$ cat src/rtl/prime_gen_if.sv
// Control and prime-stream signals of prime_gen: start/limit request,
// valid/ready prime handoff, and run status.
interface prime_gen_if #(
  parameter int WIDTH = 8
);
  logic             start;
  logic [WIDTH-1:0] limit;
  logic             ready;
  logic [WIDTH-1:0] prime;
  logic             valid;
  logic             busy;
  logic             done;
  logic [WIDTH-1:0] count;

  modport master (
    output start, limit, ready,
    input  prime, valid, busy, done, count
  );

  modport slave (
    input  start, limit, ready,
    output prime, valid, busy, done, count
  );
endinterface

$ cat src/rtl/prime_gen.sv
// Sequential prime enumerator: streams every prime in [2, limit] in ascending
// order, testing each candidate by trial division done as repeated subtraction.
module prime_gen #(
  parameter int WIDTH = 8
) (
  input logic        clk,
  input logic        rst_n,
  prime_gen_if.slave bus
);
  typedef enum logic [2:0] {
    IDLE  = 3'd0,
    CHECK = 3'd1,
    SUB   = 3'd2,
    EMIT  = 3'd3,
    NEXT  = 3'd4,
    DONE  = 3'd5
  } state_t;

  localparam logic [WIDTH-1:0] ZERO = {WIDTH{1'b0}};
  localparam logic [WIDTH-1:0] ONE  = WIDTH'(1);
  localparam logic [WIDTH-1:0] TWO  = WIDTH'(2);

  state_t             state;
  logic [WIDTH-1:0]   cand;
  logic [WIDTH-1:0]   div;
  logic [WIDTH-1:0]   rem;
  logic [WIDTH-1:0]   lim;
  logic [2*WIDTH-1:0] div_sq;
  logic [2*WIDTH-1:0] cand_ext;
  logic               last_cand;

  // Double-width square so div*div never overflows near the top of the range
  always_comb begin
    div_sq    = {ZERO, div} * {ZERO, div};
    cand_ext  = {ZERO, cand};
    last_cand = (cand == lim);
  end

  // Enumeration FSM with registered stream and status outputs
  always_ff @(posedge clk or negedge rst_n) begin
    if (!rst_n) begin
      state     <= IDLE;
      cand      <= ZERO;
      div       <= ZERO;
      rem       <= ZERO;
      lim       <= ZERO;
      bus.prime <= ZERO;
      bus.valid <= 1'b0;
      bus.busy  <= 1'b0;
      bus.done  <= 1'b0;
      bus.count <= ZERO;
    end else begin
      case (state)
        IDLE: begin
          if (bus.start) begin
            lim       <= bus.limit;
            bus.count <= ZERO;
            cand      <= TWO;
            div       <= TWO;
            bus.busy  <= 1'b1;
            if (bus.limit < TWO) begin
              bus.done <= 1'b1;
              state    <= DONE;
            end else begin
              state <= CHECK;
            end
          end
        end
        CHECK: begin
          if (div_sq > cand_ext) begin
            bus.prime <= cand;
            bus.valid <= 1'b1;
            state     <= EMIT;
          end else begin
            rem   <= cand;
            state <= SUB;
          end
        end
        SUB: begin
          if (rem >= div) begin
            rem <= rem - div;
          end else if (rem == ZERO) begin
            state <= NEXT;
          end else begin
            div   <= div + ONE;
            state <= CHECK;
          end
        end
        EMIT: begin
          if (bus.ready) begin
            bus.valid <= 1'b0;
            bus.count <= bus.count + ONE;
            // Stop before incrementing so lim = max value never wraps cand
            if (last_cand) begin
              bus.done <= 1'b1;
              state    <= DONE;
            end else begin
              cand  <= cand + ONE;
              div   <= TWO;
              state <= CHECK;
            end
          end
        end
        NEXT: begin
          if (last_cand) begin
            bus.done <= 1'b1;
            state    <= DONE;
          end else begin
            cand  <= cand + ONE;
            div   <= TWO;
            state <= CHECK;
          end
        end
        DONE: begin
          bus.done <= 1'b0;
          bus.busy <= 1'b0;
          state    <= IDLE;
        end
        default: begin
          bus.valid <= 1'b0;
          bus.done  <= 1'b0;
          bus.busy  <= 1'b0;
          state     <= IDLE;
        end
      endcase
    end
  end
endmodule
$ cat src/flat_wrapper.sv
// flat-port wrapper written by rule: the top's interface ports become plain ports
module prime_gen_flat 
#(
  parameter int WIDTH = 8
)
  (clk, rst_n, bus_start, bus_limit, bus_ready, bus_prime, bus_valid, bus_busy, bus_done, bus_count);
  prime_gen_if #(.WIDTH(WIDTH)) bus_i ();
  input logic clk;
  input logic rst_n;
  input wire logic [$bits(bus_i.start)-1:0] bus_start;
  input wire logic [$bits(bus_i.limit)-1:0] bus_limit;
  input wire logic [$bits(bus_i.ready)-1:0] bus_ready;
  output wire logic [$bits(bus_i.prime)-1:0] bus_prime;
  output wire logic [$bits(bus_i.valid)-1:0] bus_valid;
  output wire logic [$bits(bus_i.busy)-1:0] bus_busy;
  output wire logic [$bits(bus_i.done)-1:0] bus_done;
  output wire logic [$bits(bus_i.count)-1:0] bus_count;
  assign bus_i.start = bus_start;
  assign bus_i.limit = bus_limit;
  assign bus_i.ready = bus_ready;
  assign bus_prime = bus_i.prime;
  assign bus_valid = bus_i.valid;
  assign bus_busy = bus_i.busy;
  assign bus_done = bus_i.done;
  assign bus_count = bus_i.count;
  prime_gen #(.WIDTH(WIDTH)) u_core (.clk(clk), .rst_n(rst_n), .bus(bus_i));
endmodule
$ cat config.mk
export PLATFORM = sky130hd
export DESIGN_NAME = prime_gen_flat
export DESIGN_NICKNAME = d
export VERILOG_FILES = /design/src/rtl/prime_gen_if.sv /design/src/rtl/prime_gen.sv /design/src/flat_wrapper.sv
export SDC_FILE = /design/constraint.sdc
export NUM_CORES = 1
export LEC_CHECK = 0
export ABC_CLOCK_PERIOD_IN_PS = 16500
export BUFFER_PORTS_ARGS = -buffer_cell sky130_fd_sc_hd__buf_2
export CELL_PAD_IN_SITES_DETAIL_PLACEMENT = 1
export CELL_PAD_IN_SITES_GLOBAL_PLACEMENT = 2
export CORE_ASPECT_RATIO = 1.5
export CORE_UTILIZATION = 41
export CTS_CLUSTER_SIZE = 14
export DETAILED_ROUTE_END_ITERATION = 6
export PLACE_DENSITY = 0.83
export SYNTH_ARGS = -nofsm -noshare
export SYNTH_HDL_FRONTEND = slang
export SYNTH_SLANG_ARGS = --single-unit
$ cat constraint.sdc
create_clock -name clk -period 16.5 [get_ports clk]
set_clock_uncertainty 0.05 [all_clocks]
set_input_delay 0.825 -clock clk [delete_from_list [all_inputs] [get_ports clk]]
set_output_delay 0.825 -clock clk [all_outputs]
set_load 0.005 [all_outputs]
==> flow_metrics.tcl <==
set metrics [dict create \
    ioPinCount 31 \
    p_int_mw 0.405 \
    p_leak_nw 2.68 \
    grt_pass1_wl_mm 23.0 \
    pre_cts_slack_ns 10.22 \
    coreArea_sq_um 11600 \
    grt_pass1_vias 4587 \
    fin_crit_ns 6.30 \
    synthAdderAreaFrac_pct 23.0 \
    ys.flop_type "dfrtp_1" \
    ys_warn_count 0 \
    synthMuxAreaShare_pct 4.26 \
    cts_setup_buffers 0 \
    seqPwrFrac_pct 32.0 \
    dr_total_vias 4203 \
    clkLatencyLatePin_ns 0.30 \
    synth_seq_cells 54 \
    totalWireLength_mm 13.7 \
    start_util_pct 42.6 \
    first_iter_violations 70 \
    antenna_left 0 \
    h-tree-depth 2 \
    netSwitchingPower_mw 0.324 \
    finalCritPeriodShare_pct 38.2 \
    overflow 0 \
    fin_hold_ws_ns 0.448 \
    startpoint_type "flop" \
    status "finished clean" \
    synthXorXnorAreaFrac_pct 6.74 \
    die_w_um 91.6 \
    timing_hold_violations_final 0 \
    ir_drop_mv 0.0488 \
    cts_root_buf "clkbuf_16" \
    stdcell_area_sq_um 5390 \
    crit_chain "clkinv_1, nor2_1, fa_1, fa_1, inv_1, fa_1, fa_1, inv_1, ha_1, or2_2, a21oi_1, xnor2_1, nor4_1, nand4_1, or4b_4, a21oi_4, mux2_2" \
    fmax_mhz 159 \
    async_flop_share_pct 100 \
    finalWeightedCongestion 0.864 \
    diodes 0 \
    finalMaxSlewViolations 0 \
    syn_area_per_cell_sq_um 8.61 \
    path_max_fanout 9 \
    setup_slack_ns 10.20 \
    cpPeakStageDelay_ns 0.57 \
    drive_gt1_share_pct 11.1 \
    area_growth_pct 9.20 \
    rsz0062_at_grt "false" \
    end_kind "flop" \
    synth_area_leaders "dfrtp_1 (27%), ha_1 (12%), fa_1 (11%), nand2_1 (5.1%), nor2_1 (5.1%)" \
    crit_type "reg -> reg" \
    track_usage_pct 23.7 \
    dr.pass1.iters 4 \
    dp.final_hpwl_mm 11.1 \
    slew_headroom_pct 33.3 \
    arrival_ns 6.44 \
    clkSlewWorstSetupHoldPaths_ns 0.07 \
    switching_share_pct 44.5 \
    synth-seq-area-share_pct 27.4 \
    vias_per_cell 5.63 \
    rows 48 \
    tns_ns 0 \
    grt_max_degree 55 \
    antenna_found_initial 0 \
    holdBufCountCts 0 \
    yosysTopAreaCellShare_pct 27.4 \
    power-per-cell-area_nw_per_um2 135 \
    worst_pin_slew_ns 0.994 \
    drv_cap 0 \
    synth_cell_types 60 \
    drc_errors 0 \
    cp_common_cell "fa_1" \
    p_clk_share_pct 16.7 \
    finalPower_mw 0.729 \
    cts_sinks 54 \
    synthesis.area_sq_um 4930 \
    synth-compound-area-share_pct 12.6 \
    synth_enable_flop_cells 0 \
    clk_path_buf_depth 2 \
    hold_path.class "reg -> reg" \
    p_comb_share_pct 51.2 \
    port_buffers 30 \
    syn_inst 573 \
    numCtsBuffers 5 \
    wl_per_cell_um 18.4 \
    worstPathRequired_ns 16.63 \
    crit_slowest_cell "fa_1" \
    setup_viol_count_final 0 \
    synth_top_family_by_area "adder cells" \
    die_h_um 136 \
    nets 682 \
    cts_tree "done" \
    dieArea_sq_um 12500 \
    synth_nets 660 \
    dpl_cell_area_sq_um 5220 \
    synth-simple-area-share_pct 20.1 \
    post_cts_resized 0 \
    yosysTopAreaCell "dfrtp_1" \
]
[worst max-delay path: cells and delay by family (launching register included)]
kind / cells / cell delay, ns
multiplexers: 1 / 0.38
adder cells (fa/ha/maj): 5 / 2.50
buffers and inverters: 3 / 0.44
flip-flops: 1 / 0.43
AND/OR/NAND/NOR: 5 / 1.79
AO/OA/AOI/OAI: 2 / 0.51
XOR/XNOR: 1 / 0.08
[path summary, 6_finish.rpt]
path / startpoint / to / slack (ns) / cells past startpoint
hold reg to reg: u_core.lim[2] / u_core.lim[2] / 0.45 / 2
setup / recovery: u_core.div[5] / u_core.rem[3] / 10.20 / 17
min in group asynchronous: rst_n / u_core.state[1] / 0.60 / 2
max in group asynchronous: rst_n / u_core.cand[7] / 15.31 / 2
setup reg to reg: u_core.div[5] / u_core.rem[3] / 10.20 / 17
hold / removal: u_core.lim[2] / u_core.lim[2] / 0.45 / 2
[metrics by stage]
stage / instances / utilization [%]
2_1_floorplan: 573 / -
3_3_place_gp: 738 / 45.1
3_5_place_dp: 738 / 45.1
4_1_cts: 746 / 46.5
5_1_grt: 746 / 46.5
6_report: 746 / 46.5
[kinds of logic after synthesis]
group | Yosys count
XOR/XNOR | 38
buffers and inverters | 78
flip-flops | 54
AND/OR/NAND/NOR | 211
AO/OA/AOI/OAI | 98
multiplexers | 19
adder cells (fa/ha/maj) | 75
[sequential cells by signal, indices dropped and copies added (netlist names)]
name	flops
u_core.bus.prime	8
u_core.bus.count	8
u_core.div	8
u_core.state	3
u_core.cand	8
u_core.lim	8
u_core.bus.valid	1
u_core.rem	8
u_core.bus.busy	1
u_core.bus.done	1
[per-layer routing]
layer,track usage [%],share of wire (%),vias to the layer above
met5,0,0,-
met4,9.79,3.4,0
met1,24.3,38,2117
met3,2.46,2.0,25
li1,-,-,1991
met2,47.9,57,70
[synth_stat cells, types with 2 or more instances]
cell and count:
a211o_1 2, a21o_1 4, a21oi_1 30, a221o_1 2, a31o_2 2, a31oi_1 5
and2_1 2, and3_1 8, clkbuf_1 15, clkinv_1 4, dfrtp_1 54, fa_1 26
ha_1 49, inv_1 57, mux2_2 16, mux2i_1 3, nand2_1 67, nand3_1 8
nand3b_1 2, nand4_1 9, nor2_1 67, nor2b_1 6, nor3_1 15, nor4_1 7
o21a_1 3, o21ai_0 31, o31ai_1 2, o32ai_1 2, or2_2 4, or3_1 4
or4_1 2, xnor2_1 20, xor2_1 18
[area by class of cell]
cell class              instances  area (sq um)
clock buffers                   6           129
multi-input cells             441          3290
well taps                     150           188
flip-flops and latches         54          1350
fillers                      1412          6200
clock inverters                 2          37.5
repair buffers                 32           165
inverters                      61           229
[cell usage in the layout, fill, tap and decap left out, types with 4 or more instances in the layout]
cell type | synthesis | final
a21o_1 | 4 | 4
a21oi_1 | 30 | 30
a31oi_1 | 5 | 5
and3_1 | 8 | 8
buf_2 | 1 | 30
clkbuf_16 | 0 | 5
clkinv_1 | 4 | 4
dfrtp_1 | 54 | 54
fa_1 | 26 | 26
ha_1 | 49 | 49
inv_1 | 57 | 57
mux2_2 | 16 | 16
nand2_1 | 67 | 67
nand3_1 | 8 | 8
nand4_1 | 9 | 9
nor2_1 | 67 | 67
nor2b_1 | 6 | 6
nor3_1 | 15 | 15
nor4_1 | 7 | 7
o21ai_0 | 31 | 30
or2_2 | 4 | 4
or3_1 | 4 | 4
xnor2_1 | 20 | 20
xor2_1 | 18 | 18
[power groups by stage]
stage,Sequential [mW],Clock [mW],Combinational (mW)
2_1_floorplan,0.204,0,0.291
3_3_place_gp,0.234,0,0.364
3_5_place_dp,0.236,0,0.377
4_1_cts,0.234,0.125,0.380
5_1_grt,0.241,0.128,0.420
6_report,0.234,0.122,0.374
Note: power is estimated with default switching activity, not from simulation.
